**src/rtl/sm_arith_pkg.sv**
```systemverilog
// Shared sign-magnitude arithmetic definitions.
//   op_e   : operation select (add / subtract)
//   SM_W   : widest magnitude the helper function handles
//   sm_add : sign-magnitude add of two operands whose signs are already
//            effective (subtraction folded into sign_b). Returns {sign, mag}.
//            A zero magnitude always comes back with sign 0.
package sm_arith_pkg;

  typedef enum logic {OP_ADD = 1'b0, OP_SUB = 1'b1} op_e;

  localparam int SM_W = 64;

  function automatic logic [SM_W:0] sm_add(
    input logic            sign_a,
    input logic [SM_W-1:0] mag_a,
    input logic            sign_b,
    input logic [SM_W-1:0] mag_b
  );
    logic            s;
    logic [SM_W-1:0] m;
    if (sign_a == sign_b) begin
      m = mag_a + mag_b;
      s = sign_a;
    end else if (mag_a >= mag_b) begin
      m = mag_a - mag_b;
      s = sign_a;
    end else begin
      m = mag_b - mag_a;
      s = sign_b;
    end
    // -0 never leaves this function, whatever the operands were
    if (m == '0) s = 1'b0;
    return {s, m};
  endfunction

endpackage

```
**src/rtl/sign_magnitude_core.sv**
```systemverilog
// Combinational sign-magnitude add/compare/subtract.
//   sign_a, mag_a : operand A
//   sign_b, mag_b : operand B with op already folded into its sign
//   sum           : {sign, DATA_WIDTH-bit magnitude}; never overflows
module sign_magnitude_core #(
  parameter int DATA_WIDTH = 4
) (
  input  logic                  sign_a,
  input  logic [DATA_WIDTH-2:0] mag_a,
  input  logic                  sign_b,
  input  logic [DATA_WIDTH-2:0] mag_b,
  output logic [DATA_WIDTH:0]   sum
);
  import sm_arith_pkg::*;

  logic [SM_W:0]   res;
  logic [SM_W-1:0] unused_hi;

  // Magnitudes are zero-extended to the helper's width; the true result
  // magnitude fits in DATA_WIDTH bits, so the upper bits are always zero.
  assign res       = sm_add(sign_a, SM_W'(mag_a), sign_b, SM_W'(mag_b));
  assign sum       = {res[SM_W], res[DATA_WIDTH-1:0]};
  assign unused_hi = res[SM_W-1:0] >> DATA_WIDTH;

endmodule

```
**src/rtl/sign_magnitude_addsub_pipe.sv**
```systemverilog
// Two-stage pipelined sign-magnitude adder/subtractor with valid/ready on
// both sides.
//   clk, rst_n          : clock (rising edge), async active-low reset
//   in_valid / in_ready : operand handshake (a, b, op)
//   a, b                : DATA_WIDTH-bit sign-magnitude operands (MSB = sign)
//   op                  : 0 = a+b, 1 = a-b
//   out_valid/out_ready : result handshake
//   sum                 : DATA_WIDTH+1-bit sign-magnitude result
// S1 registers the operands with B's effective sign, S2 registers the
// result. One global enable stalls both stages while the output is held.
module sign_magnitude_addsub_pipe #(
  parameter int DATA_WIDTH = 4
) (
  input  logic                  clk,
  input  logic                  rst_n,
  input  logic                  in_valid,
  output logic                  in_ready,
  input  logic [DATA_WIDTH-1:0] a,
  input  logic [DATA_WIDTH-1:0] b,
  input  logic                  op,
  output logic                  out_valid,
  input  logic                  out_ready,
  output logic [DATA_WIDTH:0]   sum
);
  import sm_arith_pkg::*;

  localparam int STAGES = 2;
  localparam int MW     = DATA_WIDTH - 1;

  typedef struct packed {
    logic          sa;
    logic [MW-1:0] ma;
    logic          sb;  // effective sign of B: sign_b ^ (op == OP_SUB)
    logic [MW-1:0] mb;
  } s1_t;

  logic [STAGES:1]     vld_pipe;
  s1_t                 s1_q;
  logic [DATA_WIDTH:0] sum_q;
  logic [DATA_WIDTH:0] core_sum;
  logic                en;

  // Whole pipe moves together; a full S2 that is not being taken freezes it.
  assign en        = !vld_pipe[STAGES] || out_ready;
  assign in_ready  = en;
  assign out_valid = vld_pipe[STAGES];
  assign sum       = sum_q;

  sign_magnitude_core #(.DATA_WIDTH(DATA_WIDTH)) u_core (
    .sign_a (s1_q.sa),
    .mag_a  (s1_q.ma),
    .sign_b (s1_q.sb),
    .mag_b  (s1_q.mb),
    .sum    (core_sum)
  );

  always_ff @(posedge clk or negedge rst_n) begin
    if (!rst_n) begin
      vld_pipe <= '0;
      s1_q     <= '0;
      sum_q    <= '0;
    end else if (en) begin
      vld_pipe <= {vld_pipe[STAGES-1:1], in_valid};
      if (in_valid) begin
        s1_q <= '{sa: a[DATA_WIDTH-1],
                  ma: a[MW-1:0],
                  sb: b[DATA_WIDTH-1] ^ (op_e'(op) == OP_SUB),
                  mb: b[MW-1:0]};
      end
      // sum keeps its last value across bubbles
      if (vld_pipe[1]) sum_q <= core_sum;
    end
  end

endmodule

```
**config.mk**
```make
export PLATFORM = sky130hd
export DESIGN_NAME = sign_magnitude_addsub_pipe
export DESIGN_NICKNAME = d
export VERILOG_FILES = /design/src/rtl/sm_arith_pkg.sv /design/src/rtl/sign_magnitude_core.sv /design/src/rtl/sign_magnitude_addsub_pipe.sv
export SDC_FILE = /design/constraint.sdc
export NUM_CORES = 1
export LEC_CHECK = 0
export CORE_MARGIN = 1
export CORE_UTILIZATION = 30
export CTS_CLUSTER_DIAMETER = 60
export CTS_CLUSTER_SIZE = 12
export DETAILED_ROUTE_END_ITERATION = 7
export DONT_BUFFER_PORTS = 1
export HOLD_SLACK_MARGIN = 0.12
export PLACE_DENSITY = 0.42
export REMOVE_ABC_BUFFERS = 1
export SKIP_CTS_REPAIR_TIMING = 1
export SLEW_MARGIN = 10
export SYNTH_ARGS = -nofsm -noshare
export SYNTH_HDL_FRONTEND = slang
export SYNTH_SLANG_ARGS = --single-unit
```
**constraint.sdc**
```tcl
create_clock -name clk -period 2.7 [get_ports clk]
set_clock_uncertainty 0.2 [all_clocks]
set_input_delay 0.405 -clock clk [delete_from_list [all_inputs] [get_ports clk]]
set_output_delay 0.405 -clock clk [all_outputs]
set_load 0.02 [all_outputs]
```
## Word level (Yosys, flattened, before mapping)

Index checks and enable logic that the tools add are counted.

| storage, ports and cells | value |
|---|---|
| register bits | 15 |
| bits of input ports | 13 |
| output and inout bits | 7 |
| word-level logic and storage cells | 22 |

| cells by class | value |
|---|---|
| $add $sub $neg | 3 |
| magnitude comparators | 1 |
| equality and inequality tests | 1 |
| multiplexer cells | 5 |
| bitwise logic cells | 1 |
| reductions and logical operators | 5 |

Operator list:

| operator | number |
|---|---|
| 64-bit two-way mux | 2 |
| 64-bit zero test | 1 |
| 3-bit by 3-bit subtractor with 4-bit output | 2 |
| 3-bit by 3-bit adder with 4-bit output | 1 |
| 2-bit AND reduction | 2 |
| 3-bit greater-or-equal comparator | 1 |
| 1-bit two-way mux | 3 |
| 1-bit == test | 1 |
| 1-bit zero test | 1 |
| 1-bit logical OR | 1 |
| 1-bit bitwise XOR | 1 |

## Longest topological paths before layout

| logic depth | value |
|---|---|
| depth in word-level cells | 5 |
| depth in mapped cells | 10 |
| gate-level depth less buffers | 10 |

## By module

A second synthesis with hierarchy kept.

| second synthesis, totals | value |
|---|---|
| cell total of the unflattened synthesis | 91 |
| area total of the unflattened synthesis | 1,094.8 um^2 |

By module, submodules not included:

| module | times used | cells each | area an instance (um^2) | seq. area each (um^2) |
|---|---|---|---|---|
| sign_magnitude_addsub_pipe | 1 | 35 | 636.9 | 375.4 |
| sign_magnitude_core | 1 | 56 | 457.9 | 0.0 |

## Worst setup path before layout

Ideal clock, no wire load.

| timing path | value |
|---|---|
| path kind | register to register |
| start | register s1_q[4] in the netlist's numbering |
| end | register sum_q[4], in the netlist sum[4] |
| library setup time | 0.131 ns |
| arrival | 2.125 ns |
| data required time | 2.369 ns |
| slack | 0.244 ns |
| stages on the path, launching flop included | 11 |
| buffers on the path | 0 |
| period minus slack after synthesis | 2.456 ns |
| cell sequence | dfrtp_1 inv_1 ha_1 inv_1 fa_1 fa_1 a31o_2 nor3_1 a21oi_1 o21ai_2 a31oi_2 |

| between the ends | value |
|---|---|
| cells in the longest elaborated chain, start to end | 5 |
| elaborated cells on any way between the ends | 10 |
| classes of those cells | add/sub (3); order compare (1); mux (5); reduce/logical (1) |

Ends and longest elaborated chain:

| what | RTL line | RTL |
|---|---|---|
| start, declared | sign_magnitude_addsub_pipe.sv:38 | `s1_t s1_q;` |
| start signal, assigned | sign_magnitude_addsub_pipe.sv:65 | `s1_q <= '{sa: a[DATA_WIDTH-1],` |
| 3-bit by 3-bit subtractor with 4-bit output (tied with other cells) | sm_arith_pkg.sv:28 | `m = mag_b - mag_a;` |
| 64-bit two-way mux | sm_arith_pkg.sv:24 | `end else if (mag_a >= mag_b) begin` |
| 64-bit two-way mux | sm_arith_pkg.sv:21 | `if (sign_a == sign_b) begin` |
| 64-bit zero test | sm_arith_pkg.sv:32 | `if (m == '0) s = 1'b0;` |
| 1-bit two-way mux (*) | sm_arith_pkg.sv:32 |  |
| end signal, assigned | sign_magnitude_addsub_pipe.sv:71 | `if (vld_pipe[1]) sum_q <= core_sum;` |
| end, declared | sign_magnitude_addsub_pipe.sv:39 | `logic [DATA_WIDTH:0] sum_q;` |

Mark *: on every way between the ends. The rest lies on a longest branch, timed or not.
A chain may end at the register's enable or synchronous reset.

## Worst setup path in the final report

Same ends and word-level chain as after synthesis.

==> results.yml <==
drt:
  first_pass_iters: 6
  drt-initial-drc-count: 28
  ant_nets: 0
  drcViolationCount: 2
  wire_per_inst_um: 12.3
  vias: 720
  vias_per_cell: 4.62
  wirelength_um: 1920
synthesis:
  ys_warn_count: 0
  synth_cell_types: 31
  synth-async-reset-ratio_pct: 100
  synth_area_um2: 1050
  syn_inst: 99
  synth_edf_count: 0
  ys.flop_type: "dfrtp_1"
  ys_ff_latch: 15
  avgSynthCellArea_um2: 10.6
  ys_seq_area_share_pct: 35.8
cells_and_area:
  fill_cells: 367
  final_util_pct: 36.0
  finalNonFillerCells: 156
  syn_to_final_growth_pct: 14.8
  fin_nets: 137
  antenna_cells: 0
  seq_area_um2: 375
  drive_above_1_share_pct: 21.8
  final_cell_mix: "15 x dfrtp_1, 13 x nand2_1, 11 x inv_1, 10 x o21ai_0, 9 x ha_1"
  multi_input_area_um2: 606
  final_common_cell: "dfrtp_1"
clocking:
  cts_sinks: 15
  clock_latency_ns: 0.29
  cts-root-buf: "clkbuf_4"
  clk_pin_slew_ns: 0.10
  htree_levels: 1
  cts_tree: "yes"
  cts_buffers: 3
  clockBufferDepth: 2
timing:
  worst_pin_slew_ns: 0.675
  setup_ws_ns: 0.137
  final_hold_viol_count: 0
  rsz0062_at_grt: "false"
  finalSetupTns_ns: 0
  fin_crit_sh_pct: 94.9
  fmax_mhz: 390
  slew_headroom_pct: 54.9
  slew_viol_final: 0
  final-setup-viol-count: 0
  period_needed_ns: 2.56
run:
  cap_violations: 0
grt:
  grt_max_degree: 16
  grt_pass1_vias: 624
  antenna_found_initial: 0
  track_usage_pct: 11.3
  gr-total-overflow: 0
  grt_pass1_wl_um: 3040
min_path:
  hold_path.class: "input pin to flip-flop"
placed_design:
  dp_hpwl_um: 1560
  dp.cells: 144
  port_buffers: 0
  dpl_worst_slack_ns: 0.0832
  gp_congestion: 0.787
floorplanning:
  core_area_um2: 3340
  start_util_pct: 31.4
  die_area_um2: 3730
  num_io_pins: 20
  die_w_um: 61.1
  die_h_um: 61.1
  row_count: 21
status:
  violations: "DRC"
  outcome: "complete, but fails checks"
setup_path:
  path_max_fanout: 5
  start_kind: "flip-flop"
  end_kind: "flip-flop"
  crit_type: "flip-flop to flip-flop"
  r2r_slack_ns: 0.14
  required_ns: 2.68
  cp.arrival_ns: 2.55
power_and_ir_drop:
  pwr-share-seq_pct: 40.4
  p_clk_share_pct: 13.9
  vdd_ir_drop_max_mv: 0.254
  combPwrFrac_pct: 45.7
  p_per_area_nw_per_um2: 785
  power_switching_w: 0.000415
  p_int_w: 0.000529
  leakagePower_nw: 0.536
  switching_share_pct: 44.0
  power_w: 0.000944
through the flow:
stage	hold slack (ns)	cell area, µm²
finish	0.0988	1200
global route	0.135	1200
CTS	-0.417	1120
detailed placement	-0.0902	1090
global placement	-0.0902	1090
floorplan	-0.0906	1020
worst paths after layout:
check                              end        start  cells past startpoint
max                             sum[4]      s1_q[4]                     10
min in group asynchronous       sum[0]        rst_n                      1
min reg2reg                vld_pipe[2]  vld_pipe[1]                      2
max in group asynchronous      s1_q[2]        rst_n                      1
min                            s1_q[3]         b[3]                      2
max reg2reg                     sum[4]      s1_q[4]                     10
worst max-delay path, stage by stage, from the launching register on:
cell     delay, ns
dfrtp_1       0.42
inv_1         0.07
ha_1          0.14
inv_1         0.05
fa_1          0.38
fa_2          0.39
a31o_2        0.27
nor3_1        0.19
a21oi_1       0.08
o21ai_2       0.17
a31oi_2       0.09
power groups by stage:
stage / clock network, W / logic [W] / registers [W]
after detailed placement: 0 / 0.000418 / 0.000389
after global routing: 0.000151 / 0.000487 / 0.000393
final: 0.000131 / 0.000432 / 0.000381
after global placement: 0 / 0.000416 / 0.000386
after CTS: 0.000138 / 0.000421 / 0.000384
after floorplan: 0 / 0.000332 / 0.000378
cells in the mapped netlist, drive strengths merged (2+ instances only):
library cell / number / share of area (%)
nor2: 2 / 0.72
o21ai: 12 / 6.1
mux2i: 2 / 1.9
ha: 9 / 11
a31oi: 2 / 3.2
dfrtp: 15 / 36
nor3: 2 / 1.4
a21oi: 3 / 1.4
fa: 4 / 7.6
nand2: 14 / 5.3
buf: 2 / 2.2
nor4b: 2 / 2.3
mux2: 7 / 7.5
nand4: 2 / 1.2
xnor2: 2 / 2.4
inv: 11 / 3.9
kinds of logic (layout without fill, tap and decap cells):
| group | after synthesis | count (layout) | share of synthesized area, % |
|---|---|---|---|
| AOI/OAI and AO/OA | 22 | 22 | 15.4 |
| and+or+nand+nor | 24 | 24 | 11.9 |
| buffers and inverters | 14 | 25 | 6.57 |
| adders and majority gates | 13 | 13 | 18.4 |
| xor gates and xnor gates | 2 | 2 | 2.39 |
| DFF | 15 | 15 | 35.8 |
| muxes | 9 | 9 | 9.44 |
flip-flops by register name, indices dropped and copies added, names as in the netlist:
| register | cells |
|---|---|
| vld_pipe | 2 |
| sum | 5 |
| s1_q | 8 |
per-layer routing:
metal / track usage, % / share of wire, % / up-vias
li1: - / - / 358
met1: 14.8 / 45 / 343
met5: 0 / 0 / -
met2: 17.9 / 50 / 16
met3: 3.99 / 4.5 / 3
met4: 2.92 / 0.52 / 0
cell type report:
| type | count | area share [%] |
|---|---|---|
| Tap cell | 46 | 4.79 |
| Inverter | 11 | 3.43 |
| Clock inverter | 1 | 0.416 |
| Sequential cell | 15 | 31.2 |
| Multi-Input combinational cell | 70 | 50.4 |
| Clock buffer | 3 | 1.87 |
| Timing Repair Buffer | 10 | 7.91 |
No activity file was read; power rests on OpenSTA's default activity.
==> RTL edit 1, RTL diff (config.mk and constraints unchanged) <==
`STAGES`: 2 -> 4.
--- a/src/rtl/sign_magnitude_addsub_pipe.sv
+++ b/src/rtl/sign_magnitude_addsub_pipe.sv
@@ -26,3 +26,3 @@
 
-  localparam int STAGES = 2;
+  localparam int STAGES = 4;
   localparam int MW     = DATA_WIDTH - 1;
Check against the original RTL: not equivalent (Yosys sat finds a counterexample within 4 cycles, from zero or initial values and one cycle with rst_n low).
==> RTL edit 1 against the unedited design <==
- final area up 7.1%
- total power up 45%
- routed wire length up 3.0%
- worst setup slack better by 0.033 ns
- sequential power up 28%
- via count up 5.1%
- synthesized area up 4.9%
- sequential cell count up 2
==> RTL edit 1: results (changes against the unedited design) <==
qor: outcome.status completed [was complete, but fails checks]
qor: synth.post_synth_adder_cell_area 17.5% [was 18.4%]
qor: route.detail_route.vias_per_cell 4.62 [about the same]
qor: synth.synth.yosys.seq_area_share 38.7% [was 35.8%]
qor: power.max-vdd-ir-drop 368 uV [was 254 uV]
qor: synth.synth_top_cells_by_count sky130_fd_sc_hd__dfrtp_1 (17), sky130_fd_sc_hd__inv_1 (12), sky130_fd_sc_hd__nand2_1 (12) [was sky130_fd_sc_hd__dfrtp_1 (15), sky130_fd_sc_hd__nand2_1 (13), sky130_fd_sc_hd__inv_1 (11)]
qor: route.dr_wl_met2 940 um [was 952 um]
qor: global_route.grt_max_degree 18 [was 16]
qor: route.detailed_route_wirelength_on_metal3 104 um [was 86 um]
qor: critical_path.path_max_fanout 6 [was 5]
qor: route.dr.first_iter.drc_count 11 [was 28]
qor: global_route.vias_in_the_first_global_route 702 [was 624]
qor: sta.hold_violations 0 [unchanged]
qor: cells_and_area.drive_gt1_share 19.5% [was 21.8%]
qor: critical_path.cp_data_arrival_time 2.51 ns [was 2.55 ns]
qor: synth.synth-xor-area-share 1.59% [was 2.39%]
qor: synth.post_synth_inst_count 104 [was 99]
qor: route.finalWirelength 1980 um [was 1920 um]
qor: cells_and_area.fin_cells 164 [was 156]
qor: place.gp_congestion 0.828 [was 0.787]
qor: synth.synth_cell_type_count 29 [was 31]
qor: route.wl_on_met1 912 um [was 874 um]
qor: synth.synth-compound-area-share 14.8% [was 15.4%]
qor: synth.netlist_top_cells_area sky130_fd_sc_hd__dfrtp_1 (39%), sky130_fd_sc_hd__ha_1 (10%), sky130_fd_sc_hd__mux2_2 (8.2%) [was sky130_fd_sc_hd__dfrtp_1 (36%), sky130_fd_sc_hd__ha_1 (11%), sky130_fd_sc_hd__fa_1 (7.6%)]
qor: cells_and_area.num-nets-final 145 [was 137]
qor: place.port_buffers 0 [unchanged]
qor: global_route.first_pass_grt_wire_length 3280 um [was 3040 um]
qor: synth.post_synth_mux_area_share 10.0% [was 9.44%]
[RTL edit 1: power by group through the flow]
stage | Sequential (mW) | Clock (mW) | Combinational, mW
after CTS | 0.490 | 0.145 | 0.719
after global routing | 0.504 | 0.154 | 0.845
after floorplan | 0.476 | 0 | 0.561
final | 0.486 | 0.134 | 0.746
after detailed placement | 0.495 | 0 | 0.714
after global placement | 0.491 | 0 | 0.720
[RTL edit 1: final timing paths]
kind	cells past startpoint	endpoint	from	slack, ns
setup / recovery	10	sum[4]	s1_q[4]	0.17
hold / removal	2	vld_pipe[1]	in_valid	0.18
setup reg to reg	10	sum[4]	s1_q[4]	0.17
hold reg to reg	1	vld_pipe[4]	vld_pipe[3]	0.26
max in group asynchronous	1	s1_q[1]	rst_n	1.41
min in group asynchronous	1	sum[0]	rst_n	0.42
[RTL edit 1: final cells by class]
| cell class | count | area, um^2 |
|---|---|---|
| inverter | 12 | 45.0 |
| timing repair buffer | 13 | 123 |
| clock buffer | 4 | 26.3 |
| sequential | 17 | 425 |
| tap | 46 | 57.6 |
| fill | 369 | 2130 |
| multi-input combinational | 72 | 611 |
[RTL edit 1: cells by family after synthesis]
family                     Yosys count
AOI/OAI and AO/OA                   23
muxes                               10
xor gates and xnor gates             2
and+or+nand+nor                     24
buffers and inverters               15
DFF                                 17
adders and majority gates           13
[RTL edit 1: routing by layer]
| metal | GRT usage [%] | up-vias |
|---|---|---|
| li1 | - | 384 |
| met1 | 13.9 | 352 |
| met2 | 16.8 | 17 |
| met3 | 3.47 | 4 |
| met4 | 3.49 | 0 |
| met5 | 0 | - |
[RTL edit 1: through the flow]
step	instance area, um^2	setup slack, ns
floorplan	1070	0.205
global placement	1150	0.132
detailed placement	1150	0.0680
CTS	1180	0.0466
global route	1290	0.0316
finish	1290	0.171
==> RTL edit 2, RTL diff (same settings) <==
Without the edit above. Reset style: synchronous (`rst_n`), changed in one clocked block. Comments in the files are not updated.
--- a/src/rtl/sign_magnitude_addsub_pipe.sv
+++ b/src/rtl/sign_magnitude_addsub_pipe.sv
@@ -56,3 +56,3 @@
 
-  always_ff @(posedge clk or negedge rst_n) begin
+  always_ff @(posedge clk) begin
     if (!rst_n) begin
Function: differs if rst_n is asserted again (counterexample within 4 cycles, from zero or initial values and one cycle with rst_n low); with rst_n held inactive, the same outputs for 10 cycles.
==> RTL edit 2 against the unedited design <==
- synthesized area decreased by 3.3%
- critical path depth did not move
- fmax up 0.64%
- worst setup slack gained 0.016 ns
- final area shrank 3.0%
- routed wire length increased by 11%
- sequential cell count did not move
- global-route usage grew 2.1 points
Power is not compared: it rests on default switching activity, and its combinational part moved more than twofold at a synthesized area within 25%.
==> RTL edit 2: results (changes against the unedited design) <==
qor: critical_path.timing.critical_path.slowest_stage_cell sky130_fd_sc_hd__fa_1 [was sky130_fd_sc_hd__dfrtp_1]
qor: global_route.first_pass_grt_wire_length 3570 um [was 3040 um]
qor: route.1st_pass_router_iterations 4 [was 6]
qor: power.share_seq_of_total_power 49.3%
qor: synth.synth.yosys.seq_area_share 29.7% [was 35.8%]
qor: place.detailed_place_hpwl 1670 um [was 1560 um]
qor: critical_path.reg2reg_setup_slack 0.15 ns [was 0.14 ns]
qor: critical_path.path_max_fanout 6 [was 5]
qor: critical_path.worst_path_dominant_cell_family adder cells [unchanged]
qor: global_route.grt_util_all_layers 13.5% [was 11.3%]
qor: cells_and_area.max_ffs_per_register 8 [unchanged]
qor: synth.netlist_top_cells_area sky130_fd_sc_hd__dfxtp_1 (30%), sky130_fd_sc_hd__ha_1 (11%), sky130_fd_sc_hd__nand2_1 (8.2%) [was sky130_fd_sc_hd__dfrtp_1 (36%), sky130_fd_sc_hd__ha_1 (11%), sky130_fd_sc_hd__fa_1 (7.6%)]
qor: synth.synth_top_flop_cell sky130_fd_sc_hd__dfxtp_1 [was sky130_fd_sc_hd__dfrtp_1]
qor: cells_and_area.drive_gt1_share 10.2% [was 21.8%]
qor: cells_and_area.num-fill-cells 333 [was 367]
qor: hold_path.min_from a[3] [was b[3]]
qor: global_route.grt_max_degree 17 [was 16]
qor: route.wire_per_inst 12.4 um [was 12.3 um]
qor: place.gp_congestion 0.808 [was 0.787]
qor: outcome.status completed [was complete, but fails checks]
qor: synth.synth_top_cells_by_count sky130_fd_sc_hd__nand2_1 (22), sky130_fd_sc_hd__dfxtp_1 (15), sky130_fd_sc_hd__inv_1 (11) [was sky130_fd_sc_hd__dfrtp_1 (15), sky130_fd_sc_hd__nand2_1 (13), sky130_fd_sc_hd__inv_1 (11)]
qor: route.dr.first_iter.drc_count 20 [was 28]
qor: route.finalWirelength 2130 um [was 1920 um]
qor: synth.synthArstFlopShare 0% [was 100%]
qor: synth.post_synth_inst_count 119 [was 99]
qor: critical_path.critPathMaxStageDelay 0.38 ns [was 0.42 ns]
qor: route.detail_route.vias_per_cell 4.78 [was 4.62]
qor: hold_path.worst_hold_endpoint s1_q[7] [was s1_q[3]]
qor: critical_path.rr_endpoint sum[4] [unchanged]
qor: critical_path.cp_data_arrival_time 2.51 ns [was 2.55 ns]
qor: critical_path.crit-reg2reg-launch s1_q[4] [unchanged]
qor: global_route.vias_in_the_first_global_route 780 [was 624]
qor: place.placedCellCount 160 [was 144]
qor: synth.synth_cell_type_count 31 [unchanged]
qor: sta.worst_slew_pin_slew 0.490 ns [was 0.675 ns]
==> RTL edit 2: changes by cell type after synthesis, moves of 5 or more <==
cell	unedited run	this run
sky130_fd_sc_hd__o211ai_1	0	5
sky130_fd_sc_hd__a21boi_0	0	9
sky130_fd_sc_hd__nand3_1	1	10
sky130_fd_sc_hd__dfrtp_1	15	0
sky130_fd_sc_hd__o21ai_0	10	4
sky130_fd_sc_hd__mux2_2	7	0
sky130_fd_sc_hd__nand2_1	13	22
sky130_fd_sc_hd__dfxtp_1	0	15
==> RTL edit 2: cells by family after synthesis <==
group / share of synthesized area [%]
AOI/OAI and AO/OA: 23.9
and+or+nand+nor: 17.3
buffers and inverters: 6.80
DFF: 29.7
adders and majority gates: 19.0
xor gates and xnor gates: 3.34
==> RTL edit 2: per-layer routing <==
metal	up-vias	share of wire [%]	GRT usage, %
met5	-	0	0
met4	0	0.89	6.64
met3	2	3.8	3.25
met2	21	48	20.3
met1	367	48	17.8
li1	432	-	-
==> RTL edit 2: layout make-up <==
cell class              instances  area, um^2  area share, %
multi-input cells              88         646           55.4
flip-flops and latches         15         302           25.9
repair buffers                 10        95.1           8.15
well taps                      44        55.1           4.72
inverters                      11        41.3           3.54
clock buffers                   3        22.5           1.93
clock inverters                 1        5.00          0.429
==> RTL edit 2: stage by stage <==
stage / util (%) / instance area (um^2) / worst slack [ns] / hold slack [ns]
after floorplan: - / 985 / 0.297 / 0.266
after global placement: 33.7 / 1050 / 0.195 / 0.291
after detailed placement: 33.7 / 1050 / 0.103 / 0.293
after CTS: 34.6 / 1080 / 0.0931 / 0.0227
after global routing: 37.3 / 1170 / 0.0212 / 0.121
final: 37.3 / 1170 / 0.154 / 0.104
